$ cat config.mk
export PLATFORM = sky130hd
export DESIGN_NAME = regfile_mp
export DESIGN_NICKNAME = d
export VERILOG_FILES = /design/src/rtl/regfile_mp.sv
export SDC_FILE = /design/constraint.sdc
export NUM_CORES = 1
export LEC_CHECK = 0
export ABC_CLOCK_PERIOD_IN_PS = 1940
export CAP_MARGIN = 40
export CORE_ASPECT_RATIO = 0.75
export CORE_UTILIZATION = 47
export CTS_CLUSTER_DIAMETER = 100
export DETAILED_ROUTE_END_ITERATION = 10
export PLACE_DENSITY = 0.64
export SETUP_SLACK_MARGIN = 0.4
export SLEW_MARGIN = 0
export SYNTH_ARGS = -nofsm -noshare
export SYNTH_HDL_FRONTEND = slang
export SYNTH_SLANG_ARGS = --single-unit
$ cat constraint.sdc
create_clock -name clk -period 1.94 [get_ports clk]
set_input_delay 0.194 -clock clk [delete_from_list [all_inputs] [get_ports clk]]
set_output_delay 0.194 -clock clk [all_outputs]
set_load 0.05 [all_outputs]
$ cat src/rtl/regfile_mp.sv
// regfile_mp: parametrised multi-read-port register file with a sequential
// clear engine. Register writes are sampled on the rising clock edge, and
// reads are combinational. A clear request sweeps every register to zero,
// one register per cycle, and busy is held high for the whole sweep.
// Optional feature macro: REGFILE_BYPASS_EN. When it is defined, a write
// issued in IDLE is forwarded to any read port that addresses the same
// register in the same cycle.
module regfile_mp #(
  parameter int WIDTH    = 8,
  parameter int REGBITS  = 3,
  parameter int NREAD    = 2,
  parameter int ZERO_REG = 1
) (
  input  logic                     clk,
  input  logic                     rst_n,
  input  logic                     we,
  input  logic [REGBITS-1:0]       wa,
  input  logic [WIDTH-1:0]         wd,
  input  logic [NREAD*REGBITS-1:0] ra,
  output logic [NREAD*WIDTH-1:0]   rd,
  input  logic                     clr_req,
  output logic                     busy,
  output logic                     clr_done,
  output logic                     wr_drop
);

  localparam int DEPTH = 2 ** REGBITS;
  localparam logic [REGBITS-1:0] CNT_ZERO = REGBITS'(0);
  localparam logic [REGBITS-1:0] CNT_ONE  = REGBITS'(1);
  localparam logic [REGBITS-1:0] CNT_LAST = REGBITS'(DEPTH - 1);

  typedef enum logic [0:0] {
    ST_IDLE  = 1'b0,
    ST_CLEAR = 1'b1
  } state_e;

  state_e               state_q, state_d;
  logic [REGBITS-1:0]   cnt_q, cnt_d;
  logic                 busy_q, busy_d;
  logic                 clr_done_q, clr_done_d;
  logic                 wr_drop_q, wr_drop_d;
  logic [WIDTH-1:0]     mem_q [DEPTH];
  logic [WIDTH-1:0]     mem_d [DEPTH];
  logic                 write_en_s;
  logic [NREAD*WIDTH-1:0] rd_s;

  // True when the address selects the hardwired-zero register.
  function automatic logic is_zero_addr(input logic [REGBITS-1:0] addr);
    return (ZERO_REG != 0) && (addr == CNT_ZERO);
  endfunction

  // State, sweep counter and status flags. Reset aborts any sweep in progress.
  always_ff @(posedge clk or negedge rst_n) begin
    if (!rst_n) begin
      state_q    <= ST_IDLE;
      cnt_q      <= CNT_ZERO;
      busy_q     <= 1'b0;
      clr_done_q <= 1'b0;
      wr_drop_q  <= 1'b0;
    end else begin
      state_q    <= state_d;
      cnt_q      <= cnt_d;
      busy_q     <= busy_d;
      clr_done_q <= clr_done_d;
      wr_drop_q  <= wr_drop_d;
    end
  end

  // Next state and sweep counter. In IDLE, clr_req starts a sweep. In CLEAR,
  // the sweep ends on the edge that clears the last index, and clr_req is
  // ignored during the whole sweep, including that final edge.
  always_comb begin
    state_d = state_q;
    cnt_d   = cnt_q;
    case (state_q)
      ST_IDLE: begin
        if (clr_req) begin
          state_d = ST_CLEAR;
          cnt_d   = CNT_ZERO;
        end else begin
          state_d = ST_IDLE;
          cnt_d   = cnt_q;
        end
      end
      ST_CLEAR: begin
        cnt_d = cnt_q + CNT_ONE;
        if (cnt_q == CNT_LAST) begin
          state_d = ST_IDLE;
        end else begin
          state_d = ST_CLEAR;
        end
      end
      default: begin
        state_d = ST_IDLE;
        cnt_d   = CNT_ZERO;
      end
    endcase
  end

  // Registered status outputs. busy follows the next state. clr_done marks
  // the return from CLEAR to IDLE. wr_drop flags a write that arrived while
  // a sweep was running.
  always_comb begin
    busy_d     = 1'b0;
    clr_done_d = 1'b0;
    wr_drop_d  = 1'b0;
    case (state_q)
      ST_IDLE: begin
        busy_d     = (state_d == ST_CLEAR);
        clr_done_d = 1'b0;
        wr_drop_d  = 1'b0;
      end
      ST_CLEAR: begin
        busy_d     = (state_d == ST_CLEAR);
        clr_done_d = (state_d == ST_IDLE);
        wr_drop_d  = we;
      end
      default: begin
        busy_d     = 1'b0;
        clr_done_d = 1'b0;
        wr_drop_d  = 1'b0;
      end
    endcase
  end

  // A write is accepted only in IDLE. A write to the hardwired zero register
  // is discarded.
  always_comb begin
    write_en_s = (state_q == ST_IDLE) && we && !is_zero_addr(wa);
  end

  // Next storage contents. The sweep clear is applied after the write, so a
  // same-edge write and clear request is overwritten later by the sweep.
  always_comb begin
    mem_d = mem_q;
    if (write_en_s) begin
      mem_d[wa] = wd;
    end else begin
      mem_d[wa] = mem_q[wa];
    end
    if (state_q == ST_CLEAR) begin
      mem_d[cnt_q] = {WIDTH{1'b0}};
    end else begin
      mem_d[cnt_q] = mem_d[cnt_q];
    end
  end

  // Register storage. Reset clears every register immediately.
  always_ff @(posedge clk or negedge rst_n) begin
    if (!rst_n) begin
      for (int i = 0; i < DEPTH; i++) begin
        mem_q[i] <= {WIDTH{1'b0}};
      end
    end else begin
      mem_q <= mem_d;
    end
  end

  // Combinational read ports, with optional same-cycle write forwarding.
  always_comb begin
    rd_s = {(NREAD*WIDTH){1'b0}};
    for (int p = 0; p < NREAD; p++) begin
      if (is_zero_addr(ra[p*REGBITS +: REGBITS])) begin
        rd_s[p*WIDTH +: WIDTH] = {WIDTH{1'b0}};
`ifdef REGFILE_BYPASS_EN
      end else if (write_en_s && (ra[p*REGBITS +: REGBITS] == wa)) begin
        rd_s[p*WIDTH +: WIDTH] = wd;
`endif
      end else begin
        rd_s[p*WIDTH +: WIDTH] = mem_q[ra[p*REGBITS +: REGBITS]];
      end
    end
  end

  assign rd       = rd_s;
  assign busy     = busy_q;
  assign clr_done = clr_done_q;
  assign wr_drop  = wr_drop_q;

endmodule

==> impl_summary.txt, run 1 <==
----------------------------------------------------
[Power]
  Sum of internal, switching and leakage power ... 16000 uW
  Total power per unit cell area ... 1660 nW/um^2
  Cell leakage power ... 0.00417 uW
  Worst-case vdd ir drop ... 0.937 mV

[Clocking]
  CTS max path bufs ... 2
  Sinks on Clock Net ... 70
  Clock input transition at the sequential cells of the worst setup and hold paths ... 0.06 ns
  Source-to-sink clock delay at the later pin of the worst-skew pair ... 0.34 ns
  CTS Buf Count ... 9
  TritonCTS clock tree ... yes
  Count of H-tree levels built during CTS ... 3
  Cell at the root of the clock tree ... clkbuf_16

[Timing]
  Count of endpoints failing hold in the final timing report ... 0
  WHS ... 0.401 ns
  Setup TNS ... -18.21 ns
  Setup repair after global routing missed its margin ... true
  Tcrit/Tclk final ... 1.22
  Worst-Margin Slew ... 0.800 ns
  Number of endpoints failing setup at the final stage ... 64
  Worst-case setup margin in the final layout ... -0.425 ns
  Minimum clock period after layout ... 2.37 ns
  Setup Skew ... 0.00670 ns
  Final count of pins violating max slew ... 0
  Max_slew headroom ... 0.467
  Highest attainable clock frequency ... 423 MHz

[Placed design]
  Detailed-placement wirelength estimate ... 20100 um
  Post-Place Cell Area ... 7820 sq um
  Worst slack, placed ... -0.759 ns
  Number of port buffers ... 39
  Routability Congestion ... 1.04

[Die]
  Starting Density ... 0.492
  Horizontal die dimension ... 130 um
  Placement row count ... 34
  Area of the die ... 12800 sq um
  Floorplan core area ... 11800 sq um
  I/O pins ... 40
  Die span in y ... 98.4 um

[Worst setup path]
  Arrival time worst endpoint ... 2.57 ns
  Worst Path Max Fanout ... 5
  CP Data Required Time ... 2.14 ns
  Most frequent cell on the critical path ... buf_6
  Category of the worst setup path capture point ... register
  Cell breakdown of the critical path ... buf_6 -> buf_6 -> buf_6 -> nor3b_4 -> buf_6 -> buf_6 -> buf_6 -> a32oi_2 -> nand2_2 -> nor4_4 -> buf_6 -> o22ai_2
  Top delay family on crit path ... buffers and inverters
  Setup crit start kind ... register
  Sum of buffers and inverters on the critical path ... 7
  Start-to-end type of the worst setup path ... reg -> reg
  Standard cell with the maximum stage delay on the critical path ... dfrtp_1
  Critical Path Max Stage Delay ... 0.40 ns

[Global routing]
  Aggregate global-route resource usage ... 0.527
  Maximum number of pins on one net before global-route repair ... 71
  Remaining global-route overflow ... 0
  First-pass GRT wire length ... 48400 um
  Vias in the first global route ... 7854
  Initial antenna violation count ... 2

[Run]
  Max-cap violations ... 0

[Synthesis]
  Post-synthesis cell type count ... 62
  Mean instance size in the synthesized netlist ... 8.47 sq um
  Seq cells post-synth ... 70
  Mapped Area ... 5820 sq um
  Post-Syn Instances ... 687
  FFs w/ async S/R, synth ... 1.00
  Post-synth EDFFs ... 0
  Nets in the synthesized netlist ... 710
  Flip-flop cell with the highest count after synthesis ... dfrtp_1
  Share of the yosys chip area belonging to registers ... 0.301
  Number of warnings issued by yosys ... 0

[Route]
  # DRC ... 0
  Wire length reported by the detailed router ... 33800 um
  Number of violations reported at the end of detailed-routing iteration 0 ... 1306
  Number of vias per cell after detailed routing ... 7.38
  Total via count in the routed design ... 8055
  Number of nets still failing antenna checks after routing ... 0
  Number of detailed-routing iterations run before antenna repair ... 11
  Average wire length per cell after detail routing ... 31.0 um

[Cells and area]
  Fraction of final layout cells with drive strength greater than 1 ... 0.505
  Area of all placed cells without fillers ... 9640 sq um
  Area taken by flip-flops and latches ... 1760 sq um
  Commonest non-fill, non-tap cells in the layout ... 196 x buf_4, 63 x nor2_1, 60 x dfrtp_1
  Most common cell after layout, fill and taps aside ... buf_4
  Count of filler cells inserted in the layout ... 747
  Area Overhead vs Synth ... 65.6%
  Multi-input gate area ... 4560 sq um
  Final layout net count ... 945

[Run status]
  Violations in the final reports ... negative setup slack
  Result of the run ... finished with violations

[Hold path]
  Class of the tightest hold or removal check ... in -> async

----------------------------------------------------
## what timing repair did
action,CTS,global route
hold endpoints to repair,70,0
gates cloned,6,0
hold buffers,1,0
resized for setup,119,77
pin swaps,55,18
buffers inserted,48,16
setup endpoints to repair,82,80
## tightest hold or removal path: stages
cell and delay [ns]:
dlygate4sd3_1 0.52, buf_2 0.12, buf_12 0.33
## stage by stage
stage               utilization  cells
global route              0.815   1090
CTS                       0.777   1073
global placement          0.661   1001
detailed placement        0.661   1002
floorplan                     -    687
finish                    0.815   1091
## worst paths after layout
| check | from | end | slack [ns] | depth (start not counted) |
|---|---|---|---|---|
| max | cnt_q[0] | mem_q[43] | -0.43 | 12 |
| min | rst_n | clr_done | 0.40 | 3 |
| max reg2reg | cnt_q[0] | mem_q[43] | -0.43 | 12 |
| min reg2reg | mem_q[61] | mem_q[61] | 0.54 | 2 |
| max in group asynchronous | rst_n | mem_q[49] | 1.15 | 3 |
| min in group clk | clr_req | busy | 0.51 | 3 |
## sequential cells by signal (all words and copies together), names as in the netlist
register  count
clr_done      1
wr_drop       1
busy          1
cnt_q         3
mem_q        64
## layout make-up
type,instances,share of cell area
clock inverter,6,0.00896
clock buffer,10,0.0238
tap,162,0.0210
multi-input combinational,548,0.474
antenna,2,0.000519
timing repair buffer,288,0.287
sequential,70,0.183
inverter,5,0.00221
## power by group
group          internal (uW)  total, uW  switching [uW]
Combinational           5140      11100            5930
Sequential              2180       3100             913
Clock                   1130       1850             721
Total                   8450      16000            7560
## cells by family after synthesis
| family | after synthesis | synth area share |
|---|---|---|
| simple gates | 238 | 0.209 |
| mux | 70 | 0.162 |
| flops | 70 | 0.301 |
| fa+ha+maj | 2 | 0.00430 |
| buf+inv | 69 | 0.0542 |
| xor+xnor | 3 | 0.00581 |
| compound gates | 235 | 0.264 |
## metal layers
metal | GRT usage | vias to the layer above | share of wire
met3 | 0.268 | 322 | 0.17
li1 | - | 3074 | -
met4 | 0.323 | 0 | 0.096
met1 | 0.665 | 3807 | 0.35
met2 | 0.702 | 852 | 0.38
met5 | 0.0314 | - | 0
## synth_stat cells, drive strengths merged, types with 5 or more instances
master   n  share of area
a211oi   5         0.0065
a21o     5         0.0065
a21oi   17          0.015
a22o    10          0.015
a22oi   27          0.035
a32oi    6         0.0090
and2     6         0.0065
and3    10          0.011
and3b    5         0.0075
buf     28          0.027
clkbuf  36          0.024
dfrtp   70           0.30
inv      5         0.0032
mux2    15          0.029
mux2i   37          0.064
mux4    18          0.070
nand2   74          0.048
nand2b  11          0.012
nand3    9         0.0086
nand3b   7         0.0090
nor2    70          0.045
nor2b    8         0.0086
nor3     8         0.0077
o21ai   85          0.073
o22ai   48          0.052
o32ai    5         0.0075
or2      6         0.0065
No activity file was read; power rests on OpenSTA's default activity.
==> run 2, diff against run 1 <==
--- a/config.mk
+++ b/config.mk
@@ -5,7 +5,7 @@
 export SDC_FILE = /design/constraint.sdc
 export NUM_CORES = 1
 export LEC_CHECK = 0
-export ABC_CLOCK_PERIOD_IN_PS = 1940
+export ABC_CLOCK_PERIOD_IN_PS = 2000
 export CAP_MARGIN = 40
 export CORE_ASPECT_RATIO = 0.75
 export CORE_UTILIZATION = 47
==> constraint.sdc (replaced) <==
create_clock -name clk -period 2 [get_ports clk]
set_input_delay 0.2 -clock clk [delete_from_list [all_inputs] [get_ports clk]]
set_output_delay 0.2 -clock clk [all_outputs]
set_load 0.05 [all_outputs]
==> impl_summary.txt, run 2 (synthesis results as in run 1) <==
----------------------------------------------------
[Timing]
  Minimum clock period after layout ... 2.24 ns (was 2.37 ns)
  Setup repair after global routing missed its margin ... true (unchanged)
  Setup TNS ... -9.49 ns (was -18.21 ns)
  Tcrit/Tclk final ... 1.12 (was 1.22)
  WHS ... 0.404 ns (was 0.401 ns)
  Highest attainable clock frequency ... 446 MHz (was 423 MHz)
  Worst-Margin Slew ... 0.795 ns (was 0.800 ns)
  Worst-case setup margin in the final layout ... -0.241 ns (was -0.425 ns)
  Number of endpoints failing setup at the final stage ... 63 (was 64)
  Max_slew headroom ... 0.470 (was 0.467)
  Final count of pins violating max slew ... 0 (unchanged)
  Count of endpoints failing hold in the final timing report ... 0 (unchanged)
  Setup Skew ... 0.00667 ns (was 0.00670 ns)

[Power]
  Sequential group share of total power ... 0.206 (was 0.193)
  Worst-case vdd ir drop ... 0.917 mV (was 0.937 mV)
  Internal portion of total power ... 7810 uW (was 8450 uW)
  Total power per unit cell area ... 1600 nW/um^2 (was 1660 nW/um^2)
  Cell leakage power ... 0.00399 uW (was 0.00417 uW)
  Combinational group share of total power ... 0.682 (was 0.691)
  Net switching share of the total power ... 0.476 (was 0.472)
  Part of the total power dissipated in the clock network ... 0.112 (was 0.115)
  Switching power total ... 7080 uW (was 7560 uW)

[Die]
  Area of the die ... 12800 sq um (unchanged)
  Floorplan core area ... 11800 sq um (unchanged)
  Placement row count ... 34 (unchanged)
  Die span in y ... 98.4 um (unchanged)
  I/O pins ... 40 (unchanged)
  Starting Density ... 0.492 (unchanged)
  Horizontal die dimension ... 130 um (unchanged)

[Cells and area]
  Area Overhead vs Synth ... 60.5% (was 65.6%)
  Commonest non-fill, non-tap cells in the layout ... 186 x buf_4, 64 x nor2_1, 60 x nand2_1 (was 196 x buf_4, 63 x nor2_1, 60 x dfrtp_1)
  Area taken by flip-flops and latches ... 1770 sq um (was 1760 sq um)
  Count of filler cells inserted in the layout ... 754 (was 747)
  Largest registers ranked by flip-flop count ... mem_q (64), cnt_q (3) (unchanged)
  Final core utilization ... 0.790 (was 0.815)
  Fraction of final layout cells with drive strength greater than 1 ... 0.498 (was 0.505)
  Final layout net count ... 916 (was 945)
  Largest register FFs ... 64 (unchanged)
  Most common cell after layout, fill and taps aside ... buf_4 (unchanged)
  Top reg by flops ... mem_q (unchanged)
  Final std cells w/o fill ... 1064 (was 1091)
  Multi-input gate area ... 4560 sq um (unchanged)

[Route]
  Number of vias per cell after detailed routing ... 7.14 (was 7.38)
  Number of nets still failing antenna checks after routing ... 0 (unchanged)
  Total via count in the routed design ... 7592 (was 8055)
  # DRC ... 0 (unchanged)
  Average wire length per cell after detail routing ... 29.0 um (was 31.0 um)
  Number of violations reported at the end of detailed-routing iteration 0 ... 1261 (was 1306)
  Wire length reported by the detailed router ... 30900 um (was 33800 um)
  Number of detailed-routing iterations run before antenna repair ... 6 (was 11)

[Worst setup path]
  Most frequent cell on the critical path ... buf_6 (unchanged)
  Slack of the worst reg-to-reg path ... -0.24 ns (was -0.43 ns)
  Standard cell with the maximum stage delay on the critical path ... dfrtp_1 (unchanged)
  Top delay family on crit path ... simple AND/OR/NAND/NOR gates (was buffers and inverters)
  R2R depth ... 11 (was 12)
  Cell breakdown of the critical path ... buf_6 -> buf_6 -> buf_6 -> or3b_4 -> nor2_4 -> buf_6 -> buf_6 -> a22o_1 -> nor3_1 -> and3_4 -> o22ai_2 (was buf_6 -> buf_6 -> buf_6 -> nor3b_4 -> buf_6 -> buf_6 -> buf_6 -> a32oi_2 -> nand2_2 -> nor4_4 -> buf_6 -> o22ai_2)
  Start-to-end type of the worst setup path ... reg -> reg (unchanged)
  Category of the worst setup path capture point ... register (unchanged)
  Sum of buffers and inverters on the critical path ... 5 (was 7)
  R2R Path Start ... cnt_q[1] (was cnt_q[0])
  CP Data Required Time ... 2.27 ns (was 2.14 ns)
  Arrival time worst endpoint ... 2.51 ns (was 2.57 ns)
  Capturing instance or port of the critical path ... mem_q[10] (was mem_q[43])
  Critical Path Max Stage Delay ... 0.40 ns (about the same)
  Worst Path Max Fanout ... 8 (was 5)
  Setup crit start kind ... register (unchanged)
  Worst reg2reg path endpoint ... mem_q[10] (was mem_q[43])
  Levels on crit path ... 11 (was 12)
  Launch point of the worst path ... cnt_q[1] (was cnt_q[0])

[Clocking]
  Source-to-sink clock delay at the later pin of the worst-skew pair ... 0.34 ns (about the same)
  Cell at the root of the clock tree ... clkbuf_16 (unchanged)
  Clock input transition at the sequential cells of the worst setup and hold paths ... 0.06 ns (about the same)
  Sinks on Clock Net ... 70 (unchanged)
  TritonCTS clock tree ... yes (unchanged)
  Count of H-tree levels built during CTS ... 3 (unchanged)
  CTS Buf Count ... 9 (unchanged)
  CTS max path bufs ... 2 (unchanged)

[Placed design]
  Routability Congestion ... 1.02 (was 1.04)
  Cell Count Post-Placement ... 976 (was 1002)
  Detailed-placement wirelength estimate ... 19900 um (was 20100 um)
  Number of port buffers ... 39 (unchanged)
  Worst slack, placed ... -0.719 ns (was -0.759 ns)

[Global routing]
  Maximum number of pins on one net before global-route repair ... 71 (unchanged)
  Vias in the first global route ... 7271 (was 7854)
  Initial antenna violation count ... 2 (unchanged)
  Remaining global-route overflow ... 0 (unchanged)
  Aggregate global-route resource usage ... 0.485 (was 0.527)
  First-pass GRT wire length ... 44300 um (was 48400 um)

[Run status]
  Result of the run ... finished with violations (unchanged)
  Violations in the final reports ... negative setup slack (unchanged)

[Run]
  Max-cap violations ... 0 (unchanged)

[Hold path]
  Class of the tightest hold or removal check ... in -> async (unchanged)

----------------------------------------------------
## run 2: worst min-delay path by stage
stage                to  slack (ns)  cells after the start
5_1_grt        clr_done        0.46                      3
6_report           busy        0.40                      3
3_3_place_gp   clr_done        0.25                      2
4_1_cts            busy        0.44                      3
2_1_floorplan      busy        -0.1                      0
3_5_place_dp       busy        0.26                      2
## run 2: timing repair
action,in CTS,in global routing
gates cloned,5,0
hold buffers,1,0
buffers inserted,46,16
hold endpoints to repair,70,0
resized for setup,108,75
pin swaps,43,33
endpoints found under the setup margin,82,80
## run 2: final cells by class
type / instances / area share
antenna: 4 / 0.00107
timing repair buffer: 259 / 0.265
multi-input combinational: 548 / 0.489
sequential: 70 / 0.189
clock inverter: 7 / 0.00804
inverter: 5 / 0.00201
clock buffer: 9 / 0.0241
tap: 162 / 0.0217
## run 2: metal layers
layer / vias up / share of wire / global-route usage / routed length, um
met5: - / 0.00042 / 0 / 13
met4: 2 / 0.070 / 0.244 / 2150
met3: 219 / 0.17 / 0.223 / 5110
met2: 772 / 0.41 / 0.664 / 12600
met1: 3585 / 0.36 / 0.637 / 11100
li1: 3014 / - / - / -
## run 2: worst reg2reg max path: cells and delay by family (launching register included)
kind,cells,cell delay (ns)
and+or+nand+nor,4,0.90
buffers and inverters,5,0.56
DFF,1,0.40
AOI/OAI and AO/OA,2,0.30
## run 2: power groups by stage
stage	registers [uW]	clock network [uW]	logic, uW
2_1_floorplan	2730	0	4560
3_3_place_gp	3060	0	7140
3_5_place_dp	3080	0	7310
4_1_cts	2960	1660	8670
5_1_grt	3110	1720	10500
6_report	3070	1660	10200
## run 2: metrics by stage
stage	power [uW]	area, sq um
floorplan	7280	6130
global placement	10200	7690
detailed placement	10400	7690
CTS	13300	8840
global route	15300	9330
finish	14900	9340
==> patch 1, RTL diff (settings of run 2) <==
The parameter `ZERO_REG` goes from 1 to 0.
--- a/src/rtl/regfile_mp.sv
+++ b/src/rtl/regfile_mp.sv
@@ -9,7 +9,7 @@
   parameter int WIDTH    = 8,
   parameter int REGBITS  = 3,
   parameter int NREAD    = 2,
-  parameter int ZERO_REG = 1
+  parameter int ZERO_REG = 0
 ) (
   input  logic                     clk,
   input  logic                     rst_n,
Formal check against the unedited RTL: not equivalent (Yosys sat finds a counterexample within 4 cycles, from zero or initial values and one cycle with rst_n low).
==> patch 1 against run 2 <==
  * Power down 3.4%
  * Wire length shrank 14%
  * Synthesized area decreased by 1.9%
  * Highest routed layer is now met4
  * Sequential cell count unchanged
  * Cell count is 11% lower
  * Largest cell class unchanged
  * Largest power group unchanged
  * Global-route usage is 4.4 points lower
  * Setup slack improved by 0.082 ns
  * Design area shrank 4.6%
  * The flow still finishes with violations (setup timing)
  * Critical path depth decreased by 1
==> patch 1: results (changes against run 2) <==
metric	value	unit	change
status	complete, but fails checks		
violations	setup timing		
firstDrtPassIters	8		+2
muxShareOfSynthArea	0.1932		+0.03083
gp_congestion	1.050		+3.4%
grt_pass1_vias	6566		-9.7%
drt_iter0_drc	964		-24%
placed_cells	868		-11%
post_drt_wl_per_cell	28.15	um	-3.1%
synthAdderAreaFrac	0.004385		+0.00008485
gr-usage-met1	0.5934		-0.04361
post-route-worst-setup-slack	-0.1585	ns	+0.08210 ns
dr_wl_met3	3772	um	-26%
slowest_stage	dfrtp_2		
ys_seq_area_frac	0.3070		+0.005940
met3_usage	0.1525		-0.07048
highest_layer	met4		
synth_xor_xnor_area_share	0.003070		-0.002736
max_slew.worst_pin.slew	0.5185	ns	-0.2762 ns
crit_fanout	6		-2
dp_hpwl	16810	um	-15%
peakVddDrop	1.319	mV	+44%
setup_viol	64		+1.6%
met2_usage	0.6208		-0.04306
layout.nets	806		-12%
synth.top_cells.by_count	70 x dfrtp_1, 67 x a21oi_1, 58 x nand2_1		
via_per_inst	6.946		-2.6%
leakagePower	3.781	nW	-5.2%
[patch 1: changes by cell type after synthesis, sizes merged, moves of 11 or more]
| cell | run 2 | this run |
|---|---|---|
| o21ai | 85 | 9 |
| a21oi | 17 | 70 |
| o22ai | 48 | 1 |
| nor2 | 70 | 26 |
| mux2i | 37 | 10 |
| a211oi | 5 | 24 |
| a2bb2oi | 0 | 19 |
| nand2 | 74 | 58 |
| mux4 | 18 | 33 |
| nand3 | 9 | 24 |
| nand2b | 11 | 0 |
[patch 1: area by class of cell]
| cell class | instances | area (sq um) |
|---|---|---|
| inverter | 5 | 20.02 |
| clock buffer | 11 | 252.7 |
| timing repair buffer | 246 | 2350 |
| tap | 162 | 202.7 |
| fill | 791 | 2785 |
| sequential | 70 | 1764 |
| multi-input combinational | 451 | 4254 |
| clock inverter | 4 | 70.07 |
[patch 1: repair_timing]
item	in CTS	in global routing
gates resized for setup	161	43
setup buffers	53	10
hold endpoints to repair	70	0
pin swaps	45	17
setup endpoints to repair	84	81
hold buffers	1	0
cloned	2	0
[patch 1: power groups by stage]
| stage | combinational (W) | clock [W] | sequential, W |
|---|---|---|---|
| CTS | 0.00864 | 0.00178 | 0.00309 |
| detailed placement | 0.00688 | 0 | 0.00316 |
| finish | 0.00942 | 0.00179 | 0.00319 |
| global route | 0.00983 | 0.00184 | 0.00326 |
| floorplan | 0.00477 | 0 | 0.00283 |
| global placement | 0.00675 | 0 | 0.00314 |
[patch 1: worst max path at each step]
stage	start	to	slack (ns)
floorplan	busy	mem_q[15]	0.05
global route	cnt_q[0]	mem_q[28]	-0.18
detailed placement	wa[0]	mem_q[2]	-0.63
finish	cnt_q[2]	mem_q[2]	-0.16
global placement	wa[0]	mem_q[30]	-0.56
CTS	cnt_q[2]	mem_q[48]	-0.11
==> patch 2, RTL diff (flow settings as in run 2) <==
Made on the original files. Register the inputs `we` and `clr_req` before use, cleared by the reset. The logic sees them one clock later. The other inputs are not delayed to match.
--- a/src/rtl/regfile_mp.sv
+++ b/src/rtl/regfile_mp.sv
@@ -33,6 +33,19 @@
     ST_IDLE  = 1'b0,
     ST_CLEAR = 1'b1
   } state_e;
+
+  logic we_q;
+  logic clr_req_q;
+
+  always_ff @(posedge clk or negedge rst_n) begin
+    if (!rst_n) begin
+      we_q      <= '0;
+      clr_req_q <= '0;
+    end else begin
+      we_q      <= we;
+      clr_req_q <= clr_req;
+    end
+  end
 
   state_e               state_q, state_d;
   logic [REGBITS-1:0]   cnt_q, cnt_d;
@@ -74,7 +87,7 @@
     cnt_d   = cnt_q;
     case (state_q)
       ST_IDLE: begin
-        if (clr_req) begin
+        if (clr_req_q) begin
           state_d = ST_CLEAR;
           cnt_d   = CNT_ZERO;
         end else begin
@@ -113,7 +126,7 @@
       ST_CLEAR: begin
         busy_d     = (state_d == ST_CLEAR);
         clr_done_d = (state_d == ST_IDLE);
-        wr_drop_d  = we;
+        wr_drop_d  = we_q;
       end
       default: begin
         busy_d     = 1'b0;
@@ -126,7 +139,7 @@
   // A write is accepted only in IDLE. A write to the hardwired zero register
   // is discarded.
   always_comb begin
-    write_en_s = (state_q == ST_IDLE) && we && !is_zero_addr(wa);
+    write_en_s = (state_q == ST_IDLE) && we_q && !is_zero_addr(wa);
   end
 
   // Next storage contents. The sweep clear is applied after the write, so a
Check against the original RTL: not equivalent (a bounded check fails within 4 cycles, from zero or initial values and one cycle with rst_n low).
==> patch 2 against run 2 <==
  * Sequential power shrank 5%
  * Setup slack gained 0.13 ns
  * Power shrank 4.3%
  * The run still ends with setup timing left
  * Design area grew 10%
  * Cell count grew 3.0%
  * Highest routed layer is now met4
  * Largest power group unchanged
  * Critical path type unchanged
  * Sequential cell count grew 2
  * Synthesized area grew 1.2%
  * Non-clock buffer count grew 30
  * Wire length shrank 2.5%
==> patch 2: results (changes against run 2) <==
metric	value	unit	change
gr-usage-met1	0.5884		-0.04856
ys_seq_area_frac	0.3059		+0.004852
fillers	639		-15%
placed_cells	998		+2.3%
finalSetupTns	-1.213	ns	+8.280 ns
post-route-worst-setup-slack	-0.1070	ns	+0.1336 ns
m1WireLength	11330	um	+2.3%
place_ws	-0.8298	ns	-0.1112 ns
cpPeakStageDelay	0.46	ns	+0.06 ns
violations	setup timing		
arrival	2.33	ns	-0.18 ns
muxShareOfSynthArea	0.1561		-0.006213
p_int	0.007734	W	-1.0%
grt_pass1_vias	7352		+1.1%
antenna_cells	0		-4
slowest_stage	dfrtp_2		
layout-drive-gt1-share	0.5484		+0.05061
place_area	0.008024	sq mm	+4.4%
seq_cells	72		+2.9%
p_seq	0.00293	W	-5%
highest_layer	met4		
drt_iter0_drc	989		-22%
synthAdderAreaFrac	0.004248		-0.00005206
setup_viol	16		-75%
vias	7658		+0.87%
fin_cells	1096		+3.0%
finClkSkew	0.008296	ns	+0.001625 ns
post_drt_wl_per_cell	27.49	um	-5.4%
status	complete, but fails checks		
[patch 2: cell count changes in the layout (fill, tap and decap cells not counted), sizes merged, moves of 8 or more]
cell | before | now
o22ai | 48 | 5
a21oi | 17 | 49
buf | 234 | 266
a221oi | 4 | 21
a22oi | 27 | 11
nand3 | 9 | 22
nor2b | 8 | 21
a211oi | 5 | 15
a22o | 10 | 0
nor3 | 8 | 17
o21ai | 85 | 76
nor2 | 70 | 62
[patch 2: worst min-delay path by stage]
stage | startpoint | to | slack, ns | cells past startpoint
floorplan | rst_n | busy | -0.1 | 0
global route | clr_req | clr_req_q | 0.32 | 1
detailed placement | rst_n | mem_q[57] | 0.20 | 1
CTS | we | we_q | 0.29 | 1
global placement | rst_n | mem_q[57] | 0.18 | 1
finish | clr_req | clr_req_q | 0.30 | 1
[patch 2: worst max-delay path, delay by kind of cell, from the launching register on]
family,cells,cell delay (ns)
flops,1,0.46
simple gates,2,0.22
buf+inv,3,0.57
compound gates,4,0.71
